[src/rtl/eeg_pea_pkg.sv]
// Shared types and sizing for the PEA engine output arbiter.
package eeg_pea_pkg;

  localparam int PE_NUM      = 4;
  localparam int DATA_OUT_DW = 8;
  localparam int OMUX_ADD_AW = 8;
  localparam int ORAM_ADD_AW = 10;
  localparam int PE_IDX_AW   = $clog2(PE_NUM);

  // One-hot layer sequencer states.
  typedef enum logic [2:0] {
    ST_IDLE  = 3'b001,
    ST_RUN   = 3'b010,
    ST_DRAIN = 3'b100
  } oarb_state_e;

  // Global ORAM address of a PE word: base + pe*stride + local address,
  // wrapping modulo the ORAM address space.
  function automatic logic [ORAM_ADD_AW-1:0] calc_oadd(
    input logic [ORAM_ADD_AW-1:0] base,
    input logic [ORAM_ADD_AW-1:0] stride,
    input logic [PE_IDX_AW-1:0]   idx,
    input logic [OMUX_ADD_AW-1:0] ladd
  );
    logic [ORAM_ADD_AW-1:0] off;
    off = ORAM_ADD_AW'(idx) * stride;
    return base + off + ORAM_ADD_AW'(ladd);
  endfunction

endpackage

[src/rtl/eeg_rr_arb.sv]
// Combinational round-robin picker: first requester at or above the
// pointer, wrapping. The pointer register lives in the parent.
module eeg_rr_arb #(
  parameter int N  = 4,
  parameter int AW = $clog2(N)
) (
  input  logic [N-1:0]  i_req,
  input  logic [AW-1:0] i_ptr,
  output logic [N-1:0]  o_gnt,
  output logic [AW-1:0] o_idx,
  output logic          o_any
);

  logic          w_found;
  logic [AW-1:0] w_cand;

  // Scan candidates starting at the pointer; N is a power of two, so the
  // AW-bit addition wraps naturally.
  always_comb begin
    o_gnt   = '0;
    o_idx   = '0;
    w_found = 1'b0;
    w_cand  = '0;
    for (int k = 0; k < N; k++) begin
      w_cand = i_ptr + AW'(k);
      if (!w_found && i_req[w_cand]) begin
        w_found       = 1'b1;
        o_gnt[w_cand] = 1'b1;
        o_idx         = w_cand;
      end
    end
    o_any = w_found;
  end

endmodule

[src/rtl/eeg_pea_eng_oarb.sv]
// Round-robin output arbiter / layer sequencer for a row of PEA PEs.
// Shares one ORAM write port among PE_NUM PE output streams.
//
// state    | meaning
// ---------+-----------------------------------------------------------
// ST_IDLE  | waiting for CFG_START; no grants
// ST_RUN   | arbitrating PE outputs until every enabled PE sent its last
// ST_DRAIN | last word issued; waiting for the write stage to empty
module eeg_pea_eng_oarb
  import eeg_pea_pkg::*;
(
  input  logic                          clk,
  input  logic                          rst_n,
  input  logic                          CFG_START,
  input  logic [PE_NUM-1:0]             CFG_PE_ENA,
  input  logic [ORAM_ADD_AW-1:0]        CFG_OADD_BASE,
  input  logic [ORAM_ADD_AW-1:0]        CFG_OADD_STRIDE,
  output logic                          IS_IDLE,
  output logic                          LAYER_DONE,
  input  logic [PE_NUM-1:0]             PE_OUT_VLD,
  input  logic [PE_NUM-1:0]             PE_OUT_LST,
  input  logic [PE_NUM*OMUX_ADD_AW-1:0] PE_OUT_ADD,
  input  logic [PE_NUM*DATA_OUT_DW-1:0] PE_OUT_DAT,
  output logic [PE_NUM-1:0]             PE_OUT_RDY,
  output logic                          ORAM_WEN,
  output logic [ORAM_ADD_AW-1:0]        ORAM_ADD,
  output logic [DATA_OUT_DW-1:0]        ORAM_DAT,
  input  logic                          ORAM_RDY
);

  oarb_state_e            r_state;
  oarb_state_e            w_state_nxt;
  logic [PE_NUM-1:0]      r_ena;
  logic [ORAM_ADD_AW-1:0] r_base;
  logic [ORAM_ADD_AW-1:0] r_stride;
  logic [PE_NUM-1:0]      r_lst_seen;
  logic [PE_IDX_AW-1:0]   r_ptr;
  logic                   r_wen;
  logic [ORAM_ADD_AW-1:0] r_add;
  logic [DATA_OUT_DW-1:0] r_dat;
  logic                   r_done;
  logic                   w_done_nxt;

  logic                   w_start_ok;
  logic [PE_NUM-1:0]      w_req;
  logic [PE_NUM-1:0]      w_gnt;
  logic [PE_IDX_AW-1:0]   w_idx;
  logic                   w_any;
  logic                   w_stage_free;
  logic                   w_hs;
  logic                   w_hs_lst;
  logic [PE_NUM-1:0]      w_lst_nxt;
  logic [OMUX_ADD_AW-1:0] w_sel_add;
  logic [DATA_OUT_DW-1:0] w_sel_dat;

  assign w_start_ok   = (r_state == ST_IDLE) && CFG_START;
  assign w_stage_free = ~r_wen | ORAM_RDY;

  // Only requests from enabled PEs that have not yet delivered their last
  // word compete, and only while the layer is running.
  assign w_req = (r_state == ST_RUN) ? (PE_OUT_VLD & r_ena & ~r_lst_seen) : '0;

  eeg_rr_arb #(
    .N  (PE_NUM),
    .AW (PE_IDX_AW)
  ) u_rr_arb (
    .i_req (w_req),
    .i_ptr (r_ptr),
    .o_gnt (w_gnt),
    .o_idx (w_idx),
    .o_any (w_any)
  );

  assign PE_OUT_RDY = w_stage_free ? w_gnt : '0;
  assign w_hs       = w_any & w_stage_free;
  assign w_hs_lst   = w_hs & PE_OUT_LST[w_idx];
  assign w_lst_nxt  = r_lst_seen | (w_hs_lst ? w_gnt : '0);
  assign w_sel_add  = PE_OUT_ADD[w_idx*OMUX_ADD_AW +: OMUX_ADD_AW];
  assign w_sel_dat  = PE_OUT_DAT[w_idx*DATA_OUT_DW +: DATA_OUT_DW];

  // Next-state and done-pulse decode.
  always_comb begin
    w_state_nxt = r_state;
    w_done_nxt  = 1'b0;
    unique case (r_state)
      ST_IDLE: begin
        if (CFG_START) begin
          if (CFG_PE_ENA == '0) begin
            w_done_nxt = 1'b1;
          end else begin
            w_state_nxt = ST_RUN;
          end
        end
      end
      ST_RUN: begin
        if ((w_lst_nxt & r_ena) == r_ena) begin
          w_state_nxt = ST_DRAIN;
        end
      end
      ST_DRAIN: begin
        if (!r_wen || ORAM_RDY) begin
          w_state_nxt = ST_IDLE;
          w_done_nxt  = 1'b1;
        end
      end
      default: w_state_nxt = ST_IDLE;
    endcase
  end

  // State register and registered layer-done pulse.
  always_ff @(posedge clk or negedge rst_n) begin
    if (!rst_n) begin
      r_state <= ST_IDLE;
      r_done  <= 1'b0;
    end else begin
      r_state <= w_state_nxt;
      r_done  <= w_done_nxt;
    end
  end

  // Layer configuration, captured only on an accepted start.
  always_ff @(posedge clk or negedge rst_n) begin
    if (!rst_n) begin
      r_ena    <= '0;
      r_base   <= '0;
      r_stride <= '0;
    end else if (w_start_ok) begin
      r_ena    <= CFG_PE_ENA;
      r_base   <= CFG_OADD_BASE;
      r_stride <= CFG_OADD_STRIDE;
    end
  end

  // Per-PE last-seen tracking, cleared at each layer start.
  always_ff @(posedge clk or negedge rst_n) begin
    if (!rst_n) begin
      r_lst_seen <= '0;
    end else if (w_start_ok) begin
      r_lst_seen <= '0;
    end else begin
      r_lst_seen <= w_lst_nxt;
    end
  end

  // Round-robin pointer: moves past the winner only when a word is taken.
  always_ff @(posedge clk or negedge rst_n) begin
    if (!rst_n) begin
      r_ptr <= '0;
    end else if (w_hs) begin
      r_ptr <= w_idx + 1'b1;
    end
  end

  // Single-entry write stage; address/data hold while ORAM stalls.
  always_ff @(posedge clk or negedge rst_n) begin
    if (!rst_n) begin
      r_wen <= 1'b0;
      r_add <= '0;
      r_dat <= '0;
    end else if (w_hs) begin
      r_wen <= 1'b1;
      r_add <= calc_oadd(r_base, r_stride, w_idx, w_sel_add);
      r_dat <= w_sel_dat;
    end else if (ORAM_RDY) begin
      r_wen <= 1'b0;
    end
  end

  assign IS_IDLE    = (r_state == ST_IDLE);
  assign LAYER_DONE = r_done;
  assign ORAM_WEN   = r_wen;
  assign ORAM_ADD   = r_add;
  assign ORAM_DAT   = r_dat;

endmodule

[config.mk]
export PLATFORM = sky130hd
export DESIGN_NAME = eeg_pea_eng_oarb
export DESIGN_NICKNAME = d
export VERILOG_FILES = /design/src/rtl/eeg_pea_pkg.sv /design/src/rtl/eeg_rr_arb.sv /design/src/rtl/eeg_pea_eng_oarb.sv
export SDC_FILE = /design/constraint.sdc
export NUM_CORES = 1
export LEC_CHECK = 0
export BUFFER_PORTS_ARGS = -buffer_cell sky130_fd_sc_hd__buf_2
export CAP_MARGIN = 20
export CORE_MARGIN = 2
export CORE_UTILIZATION = 40
export CTS_BUF_LIST = sky130_fd_sc_hd__clkbuf_8
export DETAILED_ROUTE_END_ITERATION = 10
export SLEW_MARGIN = 20
export SYNTH_ARGS = -nofsm -noshare
export SYNTH_HDL_FRONTEND = slang
export SYNTH_SLANG_ARGS = --single-unit
[constraint.sdc]
create_clock -name clk -period 17.8 [get_ports clk]
set_input_delay 3.56 -clock clk [delete_from_list [all_inputs] [get_ports clk]]
set_output_delay 3.56 -clock clk [all_outputs]
set_load 0.01 [all_outputs]
==> flow_summary.ini <==
[placement]
place_congestion = 0.8078
dpl_worst_slack_ns = 8.491
dp_hpwl_mm = 7.840
post_dp_cell_area_sq_mm = 0.004857
portBuffers = 124

[clock_network]
htreeDepth = 2
clock_path_buffers = 2
clk_latency_ns = 0.31
post_cts_buffers = 0
cts_hold_buf = 0
cts.sinks = 53
cts_tree = yes
cts_buffers = 5
ctsResizeCount = 0
root_buffer = clkbuf_8
clk_pin_slew_ns = 0.10

[drt]
routedWlPerCell_microns = 13.85
drc_errors = 0
avgViaCountPerCell = 5.126
drt_first_pass_iters = 4
vias = 3737
drtIter0Drc = 202
wirelength_mm = 10.10
antenna_left = 0

[die]
coreArea_sq_mm = 0.01018
ioPinCount = 125
die_width_microns = 105.6
initial_utilization = 0.4050
die-area_sq_mm = 0.01114
die_h_microns = 105.6
core.rowCount = 37

[pwr]
p_per_area_mw_per_mm2 = 184.7
power.leakage_nw = 2.423
power_w = 0.0009140
peakVddDrop_mv = 0.09640

[run_status]
status = completed

[logic_synthesis]
synth-main-ff-cell = dfrtp_1
seq_area_frac_synth = 0.3218
yosys.area.top_type = dfrtp_1
synthCells = 481
synth.area.top_cells = dfrtp_1 (32%), nand2_1 (9.8%), fa_1 (7.8%)
yosysTopAreaCellShare = 0.3154
syn_nets = 616
synth_adder_area_share = 0.1353
synth_cell_types = 56
synth.top_cells.by_count = nand2_1 (108), dfrtp_1 (52), o21ai_0 (35)
ys_seq_elements = 53
yosysMostFrequentCell = nand2_1
yosys_warnings = 0
synth_compound_area_frac = 0.1438
avgSynthCellArea_sq_um = 8.576
synth_edf_count = 0
synth-xor-area-share = 0.02760
synthSimpleGateAreaFrac = 0.2420
syn_area_sq_mm = 0.004125
async_flop_share = 1.000
synth_top_family_by_area = simple AND/OR/NAND/NOR gates
synthMuxAreaShare = 0.07552

[critical_path]
cp_max_fo = 7
crit_buf_inv = 2
crit_top_cell = buf_2
crit_path_end_kind = output pin
max_stage_delay_ns = 0.82
worst_path_max_delay_cell = o32ai_1
crit_family = compound AO/OA/AOI/OAI gates
cp_cell_sequence = buf_2 > nor4bb_1 > o21ai_0 > o32ai_1 > a221oi_1 > a211oi_1 > buf_2
critPathKind = in -> out
worstPathRequired_ns = 14.24
worstPathArrival_ns = 5.74
setup.worst_path.start_class = input port

[flow_run]
drv_cap = 0

[timing]
setup_viol_count_final = 0
rsz0062_at_grt = no
hold_viol = 0
final.min_clock_period_ns = 9.304
post-route-period-util = 0.5227
relSlewSlack = 0.3276
finalSetupTns_ns = 0
slew_violations = 0
fmax_mhz = 107.5
tightest_slew_ns = 1.007
layout_setup_ws_ns = 8.497
finClkSkew_ns = 0.01048

[final_layout]
nFillCells = 1038
multi_input_comb_area_sq_mm = 0.002591
final_util = 0.4860
layout-drive-gt1-share = 0.2990
regArea_sq_mm = 0.001328
design_area_sq_mm = 0.004950
finish.net_count = 726
syn_to_final_growth_pct = 19.99

[global_routing]
grt_max_degree = 54
grt_pass1_wl_mm = 16.88
grt_overflow = 0
grt_usage = 0.1859
grt_pass1_vias = 3496
antenna_found_initial = 2

[hold_path]
hold_class = reg -> reg
## flip-flops by register name, summed over array words and instances, names as in the netlist
name,flops
ORAM_ADD,10
ORAM_DAT,8
r_base,10
r_ena,4
LAYER_DONE,1
r_state,3
r_ptr,2
r_stride,10
r_lst_seen,4
ORAM_WEN,1
## through the flow
stage,cells,hold slack (ns)
6_report,729,0.4830
5_1_grt,729,0.5105
4_1_cts,728,0.4911
3_5_place_dp,720,0.4666
3_3_place_gp,720,0.4608
2_1_floorplan,481,0.4806
## power breakdown
part           switching (W)  internal [W]  leakage, nW
registers          0.0000490      0.000176        0.648
logic               0.000341      0.000280         1.73
clock network      0.0000401     0.0000272       0.0416
total               0.000430      0.000484         2.42
## worst reg2reg max path, cell delays in order, from the launching register on
cell       delay, ns
dfrtp_1         0.75
inv_1           0.45
ha_1            0.55
a31oi_1         0.31
a32oi_4         0.12
a2111oi_1       0.43
a21o_1          0.17
nor2b_4         0.84
nand2_1         0.19
fa_1            0.55
inv_1           0.06
fa_1            0.47
ha_1            0.24
fa_1            0.40
a21o_1          0.20
a21oi_1         0.21
o21bai_1        0.09
a21oi_1         0.22
o21bai_1        0.09
a21oi_1         0.17
xor2_1          0.18
xnor2_1         0.13
o21ai_0         0.09
## layer usage
layer	part of all wire	global-route usage	up-vias
met4	0.018	0.05075	2
met3	0.071	0.03401	18
li1	-	-	1858
met2	0.47	0.3005	123
met5	0.0011	0	-
met1	0.44	0.2569	1736
## final cells by class
type / count / area share
multi-input cells: 371 / 0.5235
flip-flops and latches: 53 / 0.2682
repair buffers: 128 / 0.1314
well taps: 136 / 0.03438
inverters: 32 / 0.02427
clock buffers: 5 / 0.01390
clock inverters: 3 / 0.003792
diodes: 1 / 0.0005056
## cells in the final DEF (no fill, tap or decap), types with 5 or more instances in the layout
cell / synthesis / routed
buf_2: 1 / 124
nand2_1: 108 / 107
dfrtp_1: 52 / 52
o21ai_0: 35 / 35
inv_1: 32 / 33
mux2_2: 25 / 25
nor2_1: 23 / 22
ha_1: 19 / 19
nand3_1: 18 / 18
and2_1: 16 / 16
fa_1: 16 / 16
a21oi_1: 12 / 12
xnor2_1: 11 / 11
a31oi_1: 10 / 10
nor3_1: 5 / 5
clkbuf_8: 0 / 5
## final timing paths
kind                               startpoint       endpoint  slack (ns)  cells after the start
worst max-delay path            PE_OUT_VLD[3]  PE_OUT_RDY[2]        8.50                      7
worst min-delay path              ORAM_DAT[5]    ORAM_DAT[5]        0.48                      2
worst max register to register       r_ptr[0]    ORAM_ADD[9]       10.75                     22
worst min register to register    ORAM_DAT[5]    ORAM_DAT[5]        0.48                      2
max in group asynchronous               rst_n  r_lst_seen[2]       13.99                      2
min in group asynchronous               rst_n      r_base[7]        3.36                      2
## cells by family after synthesis
logic type / count (synthesis)
compound gates: 88
xor+xnor: 13
fa+ha+maj: 35
buf+inv: 57
flops: 53
mux: 28
simple gates: 207
Power figures use the tool's default switching activity.
